==> src/rtl/rx_pkg.sv <==
// Shared UART receive-side definitions.
// Holds the frame width, the FSM state encoding and the bit-counter sizing helper.
package rx_pkg;

  localparam int UART_DATA_WIDTH = 8;

  // The counter must reach DATA_WIDTH-1 with one bit of headroom.
  function automatic int cnt_width(input int width);
    return $clog2(width) + 1;
  endfunction

  localparam int UART_CNT_WIDTH = cnt_width(UART_DATA_WIDTH);

  typedef enum logic [2:0] {
    IDLE,
    START,
    DATA,
    PARITY,
    STOP
  } rx_state_t;

endpackage

==> src/rtl/rx_shift_reg.sv <==
// Right-shift deserialiser: new serial bits enter at the MSB.
// After DATA_WIDTH shifts the first received bit sits in the LSB.
module rx_shift_reg
  import rx_pkg::*;
#(
  parameter int DATA_WIDTH = UART_DATA_WIDTH
) (
  input  logic                  clk,
  input  logic                  clear,
  input  logic                  shift_en,
  input  logic                  serial_in,
  output logic [DATA_WIDTH-1:0] data
);

  always_ff @(posedge clk) begin
    if (clear) begin
      data <= '0;
    end else if (shift_en) begin
      data <= {serial_in, data[DATA_WIDTH-1:1]};
    end
  end

endmodule

==> src/rtl/rx_top.sv <==
// UART receive front end clocked at the bit rate.
// Deserialises a start/data/even-parity/stop frame and registers the result and error flags.
module rx_top
  import rx_pkg::*;
#(
  parameter int DATA_WIDTH = UART_DATA_WIDTH
) (
  input  logic                  rx_clk,
  input  logic                  rx_rst_n,
  input  logic                  rx_in,
  output logic                  parity_bit_error,
  output logic                  stop_bit_error,
  output logic [DATA_WIDTH-1:0] rx_data
);

  localparam int CNT_W = cnt_width(DATA_WIDTH);
  localparam logic [CNT_W-1:0] LAST_BIT = CNT_W'(DATA_WIDTH - 1);

  rx_state_t             state;
  logic [CNT_W-1:0]      bit_cnt;
  logic                  parity_rx;
  logic [DATA_WIDTH-1:0] shift_data;
  logic                  shift_clear;
  logic                  shift_en;

  // The shift register is cleared on reset and again when a start bit is confirmed.
  assign shift_clear = !rx_rst_n || (state == START && !rx_in);
  assign shift_en    = (state == DATA);

  rx_shift_reg #(
    .DATA_WIDTH (DATA_WIDTH)
  ) u_shift (
    .clk       (rx_clk),
    .clear     (shift_clear),
    .shift_en  (shift_en),
    .serial_in (rx_in),
    .data      (shift_data)
  );

  always_ff @(posedge rx_clk) begin
    if (!rx_rst_n) begin
      state            <= IDLE;
      bit_cnt          <= '0;
      parity_rx        <= 1'b0;
      rx_data          <= '0;
      parity_bit_error <= 1'b0;
      stop_bit_error   <= 1'b0;
    end else begin
      case (state)
        IDLE: begin
          if (!rx_in) begin
            state <= START;
          end
        end
        START: begin
          if (!rx_in) begin
            state   <= DATA;
            bit_cnt <= '0;
          end else begin
            state <= IDLE;
          end
        end
        DATA: begin
          bit_cnt <= bit_cnt + CNT_W'(1);
          if (bit_cnt == LAST_BIT) begin
            state <= PARITY;
          end
        end
        PARITY: begin
          parity_rx <= rx_in;
          state     <= STOP;
        end
        // The frame is delivered even when a flag is raised.
        STOP: begin
          rx_data          <= shift_data;
          parity_bit_error <= parity_rx ^ (^shift_data);
          stop_bit_error   <= ~rx_in;
          state            <= IDLE;
        end
        default: begin
          state <= IDLE;
        end
      endcase
    end
  end

endmodule

==> config.mk <==
export PLATFORM = sky130hd
export DESIGN_NAME = rx_top
export DESIGN_NICKNAME = d
export VERILOG_FILES = /design/src/rtl/rx_pkg.sv /design/src/rtl/rx_shift_reg.sv /design/src/rtl/rx_top.sv
export SDC_FILE = /design/constraint.sdc
export NUM_CORES = 1
export LEC_CHECK = 0
export BUFFER_PORTS_ARGS = -buffer_cell sky130_fd_sc_hd__clkbuf_2
export CAP_MARGIN = 40
export CELL_PAD_IN_SITES_DETAIL_PLACEMENT = 2
export CELL_PAD_IN_SITES_GLOBAL_PLACEMENT = 2
export CORE_MARGIN = 1.5
export CORE_UTILIZATION = 34
export DETAILED_ROUTE_END_ITERATION = 8
export PLACE_DENSITY_LB_ADDON = 0.1
export REMOVE_ABC_BUFFERS = 1
export SLEW_MARGIN = 20
export SYNTH_ARGS = -nofsm -noshare
export SYNTH_HDL_FRONTEND = slang
export SYNTH_SLANG_ARGS = --single-unit
==> constraint.sdc <==
create_clock -name rx_clk -period 1.7 [get_ports rx_clk]
set_clock_uncertainty 0.1 [all_clocks]
set_input_delay 0.425 -clock rx_clk [delete_from_list [all_inputs] [get_ports rx_clk]]
set_output_delay 0.425 -clock rx_clk [all_outputs]
set_load 0.005 [all_outputs]
# Word level (Yosys, flattened, before mapping)
# Index checks and enable logic that the tools add are counted.
dict set report classes {
  bitwise 2
  n_reduce_logical 9
  n_addsub 1
  mux 6
  n_eq_ne 8
}
# op n
set op_table {}
lappend op_table {{$pmux 3 s4} 1}
lappend op_table {{$pmux 4 s2} 1}
lappend op_table {{$reduce_xor 8->1} 1}
lappend op_table {{$eq 3x2->1 const B} 2}
lappend op_table {{$mux 3} 2}
lappend op_table {{$add 4x1->4 const B} 1}
lappend op_table {{$eq 4x3->1 const B} 1}
lappend op_table {{$mux 4} 1}
lappend op_table {{$ne 2x2->1 const B} 2}
lappend op_table {{$reduce_and 2->1} 2}
lappend op_table {{$eq 3x1->1 const B} 1}
lappend op_table {{$eq 3x3->1 const B} 1}
lappend op_table {{$logic_not 3->1} 1}
lappend op_table {{$logic_not 1->1} 2}
lappend op_table {{$mux 2} 1}
lappend op_table {{$ne 2x1->1 const B} 1}
lappend op_table {{$reduce_bool 2->1} 1}
lappend op_table {{$logic_and 1x1->1} 1}
lappend op_table {{$logic_or 1x1->1} 1}
lappend op_table {{$not 1->1} 1}
lappend op_table {{$xor 1x1->1} 1}
dict set report totals {
  input_bits 3
  word_cells 33
  out_inout_bits 10
  register_bits 26
}

# Logic depth before layout (Yosys ltp)
dict set report depth {
  ltp_word 3
  mapped_depth 6
  depth_no_buf 4
}

# Cells and area by module
# From an unflattened synthesis, not the netlist that was laid out.
dict set report unflattened {
  hier_cells 119
  hier_area_um2 1099.8
}
# mod area_per_inst_um2 n_inst seq_area_each_um2 cells_each
set modules_own_cells {}
lappend modules_own_cells {rx_top 814.5 1 360.3 93}
lappend modules_own_cells {rx_shift_reg 285.3 1 160.2 26}

# Least setup slack after synthesis
# Ideal clock, no wire load.
dict set report synth_path {
  path_type {flip-flop to flip-flop}
  from {register state[1]}
  to {register parity_bit_error}
  slack_ns 0.158
  synth_period_minus_slack_ns 1.542
  arrival_time_ns 1.315
  path_stages_with_launch 5
  n_path_buf 1
  setup_time_ns 0.127
  required_ns 1.473
  path_cell_list {dfxtp_1 -> buf_2 -> or3b_1 -> and3_1 -> or3b_1}
}
dict set report synth_via {
  elab_chain_cells 1
}
# item line_no
set synth_rtl {}
lappend synth_rtl {{start, declared} rx_top.sv:19} ;# rx_state_t state;
lappend synth_rtl {{start signal, assigned} rx_top.sv:42} ;# state <= IDLE;
lappend synth_rtl {{start signal, assigned} rx_top.sv:52} ;# state <= START;
lappend synth_rtl {{start signal, assigned} rx_top.sv:57} ;# state <= DATA;
lappend synth_rtl {{$eq 3x3->1} rx_top.sv:49} ;# case (state)
lappend synth_rtl {{end signal, assigned} rx_top.sv:76} ;# parity_bit_error <= parity_rx ^ (^shift_data);
lappend synth_rtl {{end, declared} rx_top.sv:11} ;# output logic parity_bit_error,
# No other way between the ends.
# A chain may end at the register's enable or synchronous reset.

# Worst setup path in the final report
dict set report layout_path {
  from {register u_shift.data[5]}
  to {register parity_bit_error}
}
dict set report layout_via {
  elab_chain_cells 2
}
# item line_no
set layout_rtl {}
lappend layout_rtl {{start, declared} rx_shift_reg.sv:12} ;# output logic [DATA_WIDTH-1:0] data
lappend layout_rtl {{start signal, assigned} rx_shift_reg.sv:19} ;# data <= {serial_in, data[DATA_WIDTH-1:1]};
lappend layout_rtl {{$reduce_xor 8->1} rx_top.sv:76}
lappend layout_rtl {{$xor 1x1->1} rx_top.sv:76}
# No other way between the ends.

==> results.cfg <==
[run_status]
outcome = complete, no violations

[clock_network]
cts_buffer_depth = 2
cts_tree = built
worstSkewPairLatency_ps = 330
hold_buffers = 0
cts_root_buffer = clkbuf_4
cts_sinks = 26
cts_buffers = 3
cts_max_level = 1
clk_pin_slew_ps = 150
cts_setup_buffers = 0

[logic_synthesis]
synthFlopType = dfxtp_1
ys_seq_area_share_pct = 46.53
synth_common_cells = 37 x nand2_1, 26 x dfxtp_1, 9 x a21oi_1
syn_inst = 129
yosysMostFrequentCell = nand2_1
async_reset_ff_share_pct = 0
synth.top_cell.area_share_pct = 46.53
ys_warn_count = 0
ys_seq_elements = 26
synth_edf_count = 0
synth.area.top_cells = dfxtp_1 47%, nand2_1 12%, a21boi_0 5.4%
yosys.area.top_type = dfxtp_1
synthesis.area_mm2 = 0.001119
synth_cell_types = 32
synth.avg_cell_area_um2 = 8.671

[routing]
avgRoutedWirePerCell_um = 15.51
vias = 941
dr.first_iter.drc_count = 12
routed_wl_mm = 2.946
ant_nets = 0
firstDrtPassIters = 2
vias_per_cell = 4.953
drc = 0

[placed_design]
place_hpwl_mm = 2.147
port_buffers = 12
pre_cts_slack_ps = 8.762
place_congestion = 0.7376
placedInstanceArea_mm2 = 0.001264
place_inst = 186

[sta]
worstMarginPinSlew_ps = 346.7
min_period_over_period_pct = 97.71
hold_viol_final = 0
rsz0062_at_grt = true
setup_viol = 0
max_freq_mhz = 602.0
relSlewSlack_pct = 76.86
hold_slack_ps = 364.9
post-route-min-period_ps = 1661
final_max_slew_viol_count = 0
fin_setup_tns_ps = 0
fin_ws_ps = 38.86

[die]
row_count = 20
fp.dieW_um = 60.36
initial_core_util_pct = 36.34
die-height_um = 60.36
die-area_mm2 = 0.003643
core_area_mm2 = 0.003078
io_pins = 13

[setup_path]
crit_path_start_kind = flip-flop
path_class = reg -> reg
crit_fanout = 4
required_ps = 1830
worst_setup_path_end_kind = flip-flop
arrival_ps = 1790

[finish]
antennaDiodeCount = 0
area_growth_syn_to_layout_pct = 18.90
stdcell_count = 190
final_util_pct = 43.21
layout.nets = 151
design_area_mm2 = 0.001330
layout-drive-gt1-share_pct = 22.60

[flow_run]
maxCapViolations = 0

[worst_hold_path]
hold_path_class = in -> reg

[grt]
grt_max_degree = 16
grt_pass1_wl_mm = 4.871
track_usage_pct = 18.67
grt_pass1_vias = 973
antenna_found_initial = 0
overflow = 0

[pwr]
worst_ir_drop_vdd_mv = 0.6025
power_per_cell_area_mw_per_mm2 = 851.6
p_leak_nw = 0.5283
fin_total_pwr_mw = 1.133
-- critical path, stage by stage, from the launching register on --
cell and delay, ps:
dfxtp_2 370, xnor2_1 160, xnor3_1 470, nand4_1 120
or3b_1 340
-- state kept, by name, indices dropped and copies added, names as in the netlist --
name	cells
u_shift.data	8
state	3
rx_data	8
parity_bit_error	1
parity_rx	1
stop_bit_error	1
bit_cnt	4
-- logic make-up after synthesis --
kind of cell / synth area share (%)
adder cells (fa/ha/maj): 1.118
AO/OA/AOI/OAI: 14.77
buffers and inverters: 2.684
AND/OR/NAND/NOR: 27.18
multiplexers: 1.790
XOR/XNOR: 5.928
flip-flops: 46.53
-- metal layers --
metal  GRT usage [%]  up-vias  routed length (µm)
met5               0        -                   0
met4           2.857        0                   9
met3           5.117        2                  78
met2           33.23       10                1537
met1           22.92      464                1321
li1                -      465                   -
-- final timing paths --
kind | start | endpoint | slack [ps] | depth (start not counted)
worst min-delay path | rx_in | u_shift.data[7] | 360 | 4
worst max register to register | u_shift.data[5] | parity_bit_error | 40 | 4
worst max-delay path | u_shift.data[5] | parity_bit_error | 40 | 4
worst min register to register | rx_data[4] | rx_data[4] | 360 | 2
-- power breakdown --
group	switching (mW)	internal [mW]	total, mW
registers	0.0103	0.616	0.626
clock network	0.198	0.239	0.437
logic	0.0389	0.0307	0.0697
total	0.247	0.885	1.13
-- timing repair --
item | 4_1_cts | 5_1_grt
resized for setup | 3 | 4
pin swaps | 0 | 1
setup endpoints to repair | 1 | 6
gates cloned | 0 | 0
-- final cells by class --
class	instances	area, µm²
fillers	361	1748
multi-input cells	96	574.3
flip-flops and latches	26	528.0
repair buffers	20	120.1
well taps	44	55.05
clock inverters	1	30.03
clock buffers	3	22.52
-- placed cells by master, fill, tap and decap left out --
cell / instances
a21oi_1: 9
bufinv_16: 1
o21ai_1: 1
nor3_1: 1
clkbuf_2: 12
nand4_1: 2
a22oi_1: 1
xnor3_1: 1
dfxtp_2: 6
and2_1: 2
o21bai_1: 1
o211a_1: 1
xor2_1: 1
buf_4: 8
o21a_1: 1
or4b_1: 1
clkbuf_4: 3
or3b_2: 1
nor3b_1: 2
xnor2_1: 4
and3_1: 3
nand2_1: 37
a21boi_1: 1
or3b_1: 2
nor2b_1: 4
nand3_1: 1
o21ai_0: 1
dfxtp_1: 20
o21ba_2: 1
nor2_1: 4
mux2i_1: 2
ha_1: 1
nand3b_1: 1
a21boi_0: 8
nor3b_4: 1
No activity file was read; power rests on OpenSTA's default activity.
